**src/rtl/color_mapper_pkg.sv**
```systemverilog
`default_nettype none
// ============================================================================
// color_mapper_pkg: shared types, colours and defaults for the layer colour mapper
// Revision: 1.0
// ============================================================================
package color_mapper_pkg;

    localparam int COORD_W_DEF = 10;
    localparam int HALF_T_DEF  = 2;

    typedef logic [11:0] rgb444_t;

    localparam rgb444_t C_PLAT_DEF = 12'hC70;
    localparam rgb444_t C_BALL_DEF = 12'hF70;
    localparam rgb444_t C_BG_DEF   = 12'h18B;

    // Field order matches the host write word {valid, length, y, x_start}
    typedef struct packed {
        logic                   valid;
        logic [COORD_W_DEF-1:0] len;
        logic [COORD_W_DEF-1:0] y;
        logic [COORD_W_DEF-1:0] x;
    } plat_entry_t;

    function automatic int addr_w(input int n);
        return (n > 1) ? $clog2(n) : 1;
    endfunction

endpackage
`default_nettype wire

```
**src/rtl/platform_hit_unit.sv**
```systemverilog
`default_nettype none
// ============================================================================
// platform_hit_unit: tests one platform entry against the current pixel
// Revision: 1.0
// ============================================================================
module platform_hit_unit #(
    parameter int COORD_W = 10,
    parameter int HALF_T  = 2
) (
    input  logic [3*COORD_W:0]  entry,
    input  logic [COORD_W-1:0]  draw_x,
    input  logic [COORD_W-1:0]  draw_y,
    output logic                hit
);
    localparam int SW = COORD_W + 2;

    logic          valid;
    logic [SW-1:0] len_w, y_w, x_w, dx_w, dy_w, half_w;

    assign valid  = entry[3*COORD_W];
    assign len_w  = SW'(entry[3*COORD_W-1:2*COORD_W]);
    assign y_w    = SW'(entry[2*COORD_W-1:COORD_W]);
    assign x_w    = SW'(entry[COORD_W-1:0]);
    assign dx_w   = SW'(draw_x);
    assign dy_w   = SW'(draw_y);
    assign half_w = SW'(HALF_T);

    // Widened sums: y-HALF_T is rewritten as DrawY+HALF_T so nothing underflows
    assign hit = valid
              && (dy_w + half_w >= y_w)
              && (dy_w <= y_w + half_w)
              && (dx_w >= x_w)
              && (dx_w <= x_w + len_w);

endmodule
`default_nettype wire

```
**src/rtl/layer_color_mapper.sv**
```systemverilog
`default_nettype none
// ============================================================================
// layer_color_mapper: 2-stage platform/ball/background pixel colour mapper
// with a shadow platform table committed tear-free at frame start. Revision: 1.0
// ============================================================================
module layer_color_mapper
    import color_mapper_pkg::*;
#(
    parameter int      N_PLAT  = 16,
    parameter int      COORD_W = COORD_W_DEF,
    parameter int      HALF_T  = HALF_T_DEF,
    parameter rgb444_t C_PLAT  = C_PLAT_DEF,
    parameter rgb444_t C_BALL  = C_BALL_DEF,
    parameter rgb444_t C_BG    = C_BG_DEF,
    localparam int     AW      = addr_w(N_PLAT),
    localparam int     EW      = 3*COORD_W + 1
) (
    input  logic               Clk,
    input  logic               Reset,
    input  logic [COORD_W-1:0] DrawX,
    input  logic [COORD_W-1:0] DrawY,
    input  logic               vde_in,
    input  logic               frame_start,
    input  logic [COORD_W-1:0] BallX,
    input  logic [COORD_W-1:0] BallY,
    input  logic [COORD_W-1:0] Ball_size,
    input  logic               wr_en,
    input  logic [AW-1:0]      wr_addr,
    input  logic [EW-1:0]      wr_data,
    input  logic               commit_req,
    output logic [3:0]         Red,
    output logic [3:0]         Green,
    output logic [3:0]         Blue,
    output logic               vde_out,
    output logic               plat_hit,
    output logic [AW-1:0]      plat_idx,
    output logic               commit_pend,
    output logic               commit_done
);
    localparam int RW = 2*COORD_W + 2;

    typedef enum logic [0:0] {ST_IDLE = 1'b0, ST_PENDING = 1'b1} commit_st_t;

    commit_st_t         state_q;
    logic               commit_done_q;
    logic               commit_fire;

    logic [EW-1:0]      shadow_q [N_PLAT];
    logic [EW-1:0]      shadow_d [N_PLAT];
    logic [EW-1:0]      active_q [N_PLAT];
    logic [EW-1:0]      active_d [N_PLAT];

    logic [COORD_W-1:0] ball_x_q, ball_x_d, ball_y_q, ball_y_d, ball_r_q, ball_r_d;

    logic [N_PLAT-1:0]  hit_vec;
    logic               ball_on;
    logic [N_PLAT-1:0]  hit_s1_q;
    logic               ball_s1_q, vde_s1_q;

    rgb444_t            rgb_q, rgb_d;
    logic               hit_q, hit_d, vde_s2_q;
    logic [AW-1:0]      idx_q, idx_d;

    assign commit_fire = frame_start && ((state_q == ST_PENDING) || commit_req);

    // The copy reads pre-edge shadow contents, so a same-cycle write waits for the next commit
    always_comb begin
        shadow_d = shadow_q;
        if (wr_en && (32'(wr_addr) < N_PLAT))
            shadow_d[wr_addr] = wr_data;
        active_d = commit_fire ? shadow_q : active_q;
        ball_x_d = frame_start ? BallX     : ball_x_q;
        ball_y_d = frame_start ? BallY     : ball_y_q;
        ball_r_d = frame_start ? Ball_size : ball_r_q;
    end

    always_ff @(posedge Clk or posedge Reset) begin
        if (Reset) begin
            state_q       <= ST_IDLE;
            commit_done_q <= 1'b0;
        end else begin
            commit_done_q <= commit_fire;
            case (state_q)
                ST_IDLE:    if (commit_req && !frame_start) state_q <= ST_PENDING;
                ST_PENDING: if (frame_start)                state_q <= ST_IDLE;
                default:                                    state_q <= ST_IDLE;
            endcase
        end
    end

    generate
        for (genvar gi = 0; gi < N_PLAT; gi++) begin : g_plat
            platform_hit_unit #(
                .COORD_W (COORD_W),
                .HALF_T  (HALF_T)
            ) u_hit (
                .entry   (active_q[gi]),
                .draw_x  (DrawX),
                .draw_y  (DrawY),
                .hit     (hit_vec[gi])
            );
        end
    endgenerate

    logic signed [COORD_W:0] dx, dy;
    logic signed [RW-1:0]    dx_w, dy_w;
    logic        [RW-1:0]    dx_sq, dy_sq, r_sq;

    assign dx      = $signed({1'b0, DrawX}) - $signed({1'b0, ball_x_q});
    assign dy      = $signed({1'b0, DrawY}) - $signed({1'b0, ball_y_q});
    assign dx_w    = RW'(dx);
    assign dy_w    = RW'(dy);
    assign dx_sq   = dx_w * dx_w;
    assign dy_sq   = dy_w * dy_w;
    assign r_sq    = RW'(ball_r_q) * RW'(ball_r_q);
    assign ball_on = (dx_sq + dy_sq) <= r_sq;

    // Lowest index wins: scan downward so the last assignment is the smallest hit
    always_comb begin
        hit_d = 1'b0;
        idx_d = '0;
        for (int i = N_PLAT - 1; i >= 0; i--) begin
            if (hit_s1_q[i]) begin
                hit_d = 1'b1;
                idx_d = AW'(i);
            end
        end
        rgb_d = hit_d ? C_PLAT : (ball_s1_q ? C_BALL : C_BG);
        if (!vde_s1_q) begin
            rgb_d = '0;
            hit_d = 1'b0;
            idx_d = '0;
        end
    end

    always_ff @(posedge Clk or posedge Reset) begin
        if (Reset) begin
            for (int i = 0; i < N_PLAT; i++) begin
                shadow_q[i] <= '0;
                active_q[i] <= '0;
            end
            ball_x_q  <= '0;
            ball_y_q  <= '0;
            ball_r_q  <= '0;
            hit_s1_q  <= '0;
            ball_s1_q <= 1'b0;
            vde_s1_q  <= 1'b0;
            rgb_q     <= '0;
            hit_q     <= 1'b0;
            idx_q     <= '0;
            vde_s2_q  <= 1'b0;
        end else begin
            shadow_q  <= shadow_d;
            active_q  <= active_d;
            ball_x_q  <= ball_x_d;
            ball_y_q  <= ball_y_d;
            ball_r_q  <= ball_r_d;
            hit_s1_q  <= hit_vec;
            ball_s1_q <= ball_on;
            vde_s1_q  <= vde_in;
            rgb_q     <= rgb_d;
            hit_q     <= hit_d;
            idx_q     <= idx_d;
            vde_s2_q  <= vde_s1_q;
        end
    end

    assign Red         = rgb_q[11:8];
    assign Green       = rgb_q[7:4];
    assign Blue        = rgb_q[3:0];
    assign vde_out     = vde_s2_q;
    assign plat_hit    = hit_q;
    assign plat_idx    = idx_q;
    assign commit_pend = (state_q == ST_PENDING);
    assign commit_done = commit_done_q;

endmodule
`default_nettype wire
```
**config.mk**
```make
export PLATFORM = sky130hd
export DESIGN_NAME = layer_color_mapper
export DESIGN_NICKNAME = d
export VERILOG_FILES = /design/src/rtl/color_mapper_pkg.sv /design/src/rtl/platform_hit_unit.sv /design/src/rtl/layer_color_mapper.sv
export SDC_FILE = /design/constraint.sdc
export NUM_CORES = 2
export LEC_CHECK = 0
export ABC_AREA = 1
export CELL_PAD_IN_SITES_DETAIL_PLACEMENT = 1
export CELL_PAD_IN_SITES_GLOBAL_PLACEMENT = 2
export CORE_UTILIZATION = 40
export CTS_CLUSTER_DIAMETER = 60
export DETAILED_ROUTE_END_ITERATION = 7
export HOLD_SLACK_MARGIN = 0.08
export PLACE_DENSITY = 0.82
export SYNTH_ARGS = -nofsm -noshare
export SYNTH_HDL_FRONTEND = slang
export SYNTH_SLANG_ARGS = --single-unit
```
**constraint.sdc**
```tcl
create_clock -name Clk -period 45.6 [get_ports Clk]
set_input_delay 9.12 -clock Clk [delete_from_list [all_inputs] [get_ports Clk]]
set_output_delay 9.12 -clock Clk [all_outputs]
set_load 0.01 [all_outputs]
```
; Word-level counts from Yosys, hierarchy flattened
; Cells that the tools add are included.
[classes]
add_sub_neg = 36
mul = 3
n_div = 0
magnitude_cmp = 67
eq_ne = 0
n_shift = 0
n_mux = 43
bitwise = 2
reduce_logical = 69
[op_table]
columns = operator, n
row1 = $bwmux W496, 1
row2 = $le A10 B12 Y1, 32
row3 = $ge A12 B10 Y1, 16
row4 = $add A10 B2 Y11 const B, 17
row5 = $add A10 B10 Y11, 16
row6 = $ge A10 B10 Y1, 16
row7 = $demux W31 S4, 1
row8 = $mux W4, 17
row9 = $logic_and A1 B1 Y1, 67
row10 = $mul A11 B11 Y22, 2
row11 = $mux W12, 3
row12 = $mux W31, 1
row13 = $add A22 B22 Y22, 1
row14 = $le A22 B20 Y1, 1
row15 = $sub A10 B10 Y11, 2
row16 = $mul A10 B10 Y20, 1
row17 = $mux W1, 19
row18 = $ge A5 B5 Y1 const B, 1
row19 = $lt A5 B1 Y1 const B, 1
row20 = $not A4 Y5, 1
row21 = $pmux W1 S2, 1
row22 = $logic_not A1 Y1, 1
row23 = $logic_or A1 B1 Y1, 1
row24 = $not A1 Y1, 1
[totals]
ff_bits = 1060
latch_bits = 0
ramBits = 0
romBits = 0
input_bits = 91
output_inout_bits = 20
wordCells = 264
memories = 0

; Logic depth before layout (Yosys ltp)
[logic_depth]
word_depth = 18
depth_mapped = 50
ltp_nobuf = 50

; Modules after synthesis
; Synthesis repeated with hierarchy kept, for this count alone.
[unflattened]
cells_unflattened = 9943
area_unflattened_um2 = 78744.3
[modules_own_cells]
columns = module, instances, cells_each, area_each_um2, seq_area_each_um2
row1 = layer_color_mapper, 1, 5534, 51002.7, 26325.2
row2 = platform_hit_unit at g_plat[15].u_hit ..., 10, 274, 1725.4, 0.0
row3 = platform_hit_unit at g_plat[10].u_hit ..., 5, 276, 1742.9, 0.0
row4 = platform_hit_unit at g_plat[0].u_hit, 1, 289, 1773.0, 0.0

; Worst setup path before layout
; OpenSTA, ideal clock, no wires.
[synth_timing]
path_kind = input to register
from = input DrawY[0]
to = register ball_s1_q
setup_time_ns = 0.114
arrival_time_ns = 17.235
t_required_ns = 45.486
path_slack_ns = 28.250
cell_stages = 42
n_path_buf = 0
path_cell_list = inv_1 > ha_1 > fa_1 > inv_1 > nand3_1 > nand2_1 > nand4_1 > nand2_1 > nand2_1 > nand2_1 > nand2_1 > nand2_2 > nor2_1 > inv_1 > fa_1 > fa_1 > inv_1 > fa_1 > [6 not listed] > ha_1 > a21o_1 > a21boi_0 > nand3_1 > nand2_1 > nand2_1 > nand2_1 > nand2_1 > xnor2_1 > inv_1 > ha_1 > nand2_1 > nor3_1 > nand2_1 > nand3_1 > nand2_1 > nand2_1 > nor2_1
[synth_between]
elab_chain_cells = 4
[synth_rtl]
columns = item, line
row1 = from (decl), layer_color_mapper.sv:21  ; input logic [COORD_W-1:0] DrawY,
row2 = $sub A10 B10 Y11, layer_color_mapper.sv:110  ; assign dy = $signed({1'b0, DrawY}) - $signed({1'b0, ball_y_q});
row3 = $mul A11 B11 Y22, layer_color_mapper.sv:114  ; assign dy_sq = dy_w * dy_w;
row4 = $add A22 B22 Y22, layer_color_mapper.sv:116  ; assign ball_on = (dx_sq + dy_sq) <= r_sq;
row5 = $le A22 B20 Y1, layer_color_mapper.sv:116
row6 = via ball_on, layer_color_mapper.sv:56  ; logic ball_on;
row7 = to (signal assigned), layer_color_mapper.sv:159  ; ball_s1_q <= ball_on;
row8 = to (decl), layer_color_mapper.sv:58  ; logic ball_s1_q, vde_s1_q;
; The timed path passes the listed nets, and every way through them passes these cells.
; A chain may end at the register's enable or synchronous reset.

; Final worst setup path
[layout_timing]
from = input DrawY[1]
to = register ball_s1_q
; Same word-level chain as after synthesis.

==> summary.md <==
| Metric | Value |
|---|---|
| Post-synthesis mux area share | `0.01522%` |
| Layout cells sized above 1 | `4.826%` |
| Top cell by count, worst path | `nand2_1` |
| Count of final max-slew check failures | `0` |
| Layout Utilization | `45.04%` |
| Post-Synthesis Mean Instance Area | `8.368 sq um` |
| CTS sink cnt | `1,052` |
| Wire per inst | `21.16 um` |
| Crit Path Class | `primary input to register` |
| Row count | `157` |
| Clock Latency Late Sink | `0.79 ns` |
| Sequential fraction of the synthesis area | `35.57%` |
| Simple-Gate Fraction of Synth Area | `16.73%` |
| FF-to-FF setup slack | `36.26 ns` |
| CP Max Fanout | `22` |
| Top post-synthesis cells by count | `nand2_1 (2,127), inv_1 (1,253), dfrtp_1 (1,052)` |
| Synth Area in XOR/XNOR | `3.466%` |
| Post-CTS resize count | `0` |
| Via density per instance | `5.224` |
| Flop and latch count out of synthesis | `1,052` |
| Hold WC Path Type | `register to register` |
| Initial antenna violation count | `20` |
| Synth warnings | `0` |
| Max transition margin | `15.73%` |
| Fmax | `54.41 MHz` |
| RSZ-0062 raised after global routing | `false` |
| Final WL | `243,500 um` |
| Final Hold Vio Count | `0` |
| Yosys top cell by area | `dfrtp_1` |
| Core box area | `183,500 sq um` |
| Critical path data required time | `46.32 ns` |
| GRT Util Overall | `26.61%` |
| Mapped Area | `74,010 sq um` |
| Clk slew on worst S/H paths | `0.05 ns` |
| H-tree depth | `4` |
| Port buffer count | `109` |
| Compound-Gate Fraction of Synth Area | `11.67%` |
| First-pass DRT Iterations | `5` |
| Nets | `10,290` |
| Detail Route Antenna Nets | `0` |
| WHS Path Cells | `2` |
| P&R area growth vs syn | `11.65%` |
| Setup crit start kind | `primary input` |
| GPL Wtd Cong | `0.8721` |
| Worst path slowest cell | `nor2_1` |
| Iter 0 DRT Violations | `3,395` |
| Most numerous cell in the Yosys netlist | `nand2_1` |
| Hold path endpoint | `active_q[426]$_DFFE_PP0P_` |
| Clk_skew | `0.01801 ns` |
| Root Buffer | `clkbuf_16` |
| Post-CTS setup buffer count | `0` |
| Setup violations, final | `0` |
| CP max stage delay | `0.90 ns` |
| Inst Count DP | `11,240` |
| First-pass GRT wire length | `380,100 um` |
| Number of global-route vias before repair | `63,980` |
| Mapped Cells | `8,844` |
| Hold Crit Start | `shadow_q[426]$_DFFE_PP0P_` |
| Remaining DRCs | `0` |
| Largest net degree at the start of global routing | `204` |
| Post-Syn Nets | `10,210` |
| Die Area | `186,700 sq um` |
| Initial Util | `40.34%` |
| Post-Synth Adder-Cell Area | `24.57%` |
| Top-area cell type share of the netlist area | `35.57%` |
| Fin crit period | `18.38 ns` |
| Area contributors post-synth | `dfrtp_1 (36%), ha_1 (16%), nand2_1 (11%)` |
| RR Startpoint | `ball_y_q[0]$_DFFE_PP0P_` |
| DR vias | `60,110` |
| Setup TNS | `0 ns` |
| R2R depth | `39` |
| Post-synth EDFFs | `0` |
| Die height | `432.1 um` |
| CTS max path bufs | `3` |
| # Max-Cap Violations | `0` |
| CTS tree | `built` |
| Hold_ws | `0.4698 ns` |
| Combinational family with the most area after synthesis | `adder cells` |
| DP Wirelength | `170,900 um` |
| Synth cell types | `56` |
| Reg2reg end | `ball_s1_q$_DFF_PP0_` |
| Critical path arrival | `19.10 ns` |
| IO Count | `111` |
| Outcome | `finished, final reports clean` |
| Actual slew at the worst max-slew pin | `1.254 ns` |
| Crit share post-route | `40.31%` |
| Most frequently used flop master after synthesis | `dfrtp_1` |
| CTS buffer count | `142` |
| GR Overflow Total | `0` |
| Worst setup EP type | `register` |
| Non-Filler Instances | `11,510` |
| Hold_buf cts | `0` |
| Ys async rst share | `100.0%` |
| Die W | `432.1 um` |
==> worst max-delay path, delay by kind of cell <==
kind,cells,cell delay (ns)
AND/OR/NAND/NOR,18,2.76
AO/OA/AOI/OAI,3,0.56
adder cells (fa/ha/maj),10,4.55
XOR/XNOR,1,0.18
buffers and inverters,10,1.89
==> per-stage QoR <==
| step | instance area [sq um] | setup slack, ns |
|---|---|---|
| 6_report | 82630 | 27.22 |
| 5_1_grt | 82610 | 26.44 |
| 4_1_cts | 82610 | 27.16 |
| 3_5_place_dp | 77830 | 26.33 |
| 3_3_place_gp | 77830 | 26.59 |
| 2_1_floorplan | 74010 | 6.870 |
==> per-layer routing <==
layer	GRT usage, %	up-vias	part of all wire (%)
li1	-	28760	-
met2	45.71	903	48
met3	3.023	313	3.9
met1	35.38	30140	45
met5	0	-	0.0053
met4	7.063	2	2.8
==> sequential cells by signal, indices dropped and copies added, names as in the netlist, 4 cells and up <==
| register | cells |
|---|---|
| ball_r_q | 10 |
| ball_x_q | 10 |
| shadow_q | 496 |
| active_q | 496 |
| ball_y_q | 10 |
| rgb_q | 4 |
| plat_idx | 4 |
| hit_s1_q | 16 |
==> how the worst max path moves through the flow <==
| stage | start | endpoint | cells past startpoint |
|---|---|---|---|
| 4_1_cts | DrawY[1] | ball_s1_q$_DFF_PP0_ | 42 |
| 3_5_place_dp | DrawY[1] | ball_s1_q$_DFF_PP0_ | 43 |
| 5_1_grt | DrawY[1] | ball_s1_q$_DFF_PP0_ | 42 |
| 2_1_floorplan | Reset | active_q[0]$_DFFE_PP0P_ | 1 |
| 3_3_place_gp | DrawY[1] | ball_s1_q$_DFF_PP0_ | 43 |
| 6_report | DrawY[1] | ball_s1_q$_DFF_PP0_ | 42 |
==> cell families (layout without fill, tap and decap cells) <==
kind of cell	after synthesis	after routing
AND/OR/NAND/NOR	3061	3061
XOR/XNOR	286	286
flip-flops	1052	1052
adder cells (fa/ha/maj)	1273	1273
buffers and inverters	1537	1728
AO/OA/AOI/OAI	1633	1633
multiplexers	1	1
other	1	8
==> cells in the final DEF (no fill, tap or decap), types with 13 or more instances in the layout <==
cell type	Yosys	final
a21o_1	16	16
a21oi_1	514	514
a31oi_1	15	15
buf_2	62	19
buf_4	9	98
clkbuf_1	202	24
clkbuf_16	0	144
clkbuf_8	1	23
clkdlybuf4s50_1	0	90
clkinv_2	0	13
dfrtp_1	1052	1052
fa_1	300	300
ha_1	973	973
inv_1	1253	1241
inv_2	5	13
inv_6	0	19
nand2_1	2127	2122
nand2_2	8	13
nand3_1	239	231
nand3b_1	15	15
nand4_1	90	90
nor2_1	457	455
nor3_1	78	78
o2111ai_1	22	22
o211ai_1	46	46
o21a_1	17	17
o21ai_0	946	946
o21bai_1	17	17
xnor2_1	107	106
xor2_1	174	172
==> area by class of cell <==
type / count / area (sq um)
Timing Repair Buffer: 209 / 1772
Multi-Input combinational cell: 6255 / 41890
Fill cell: 21780 / 100800
Antenna cell: 7 / 17.52
Sequential cell: 1052 / 26330
Tap cell: 2464 / 3083
Inverter: 1262 / 4757
Clock buffer: 191 / 4010
Clock inverter: 66 / 775.7
Power is left out: the tool's default activity adds up to more than one toggle a clock period on the data nets, which glitch-free logic cannot reach.
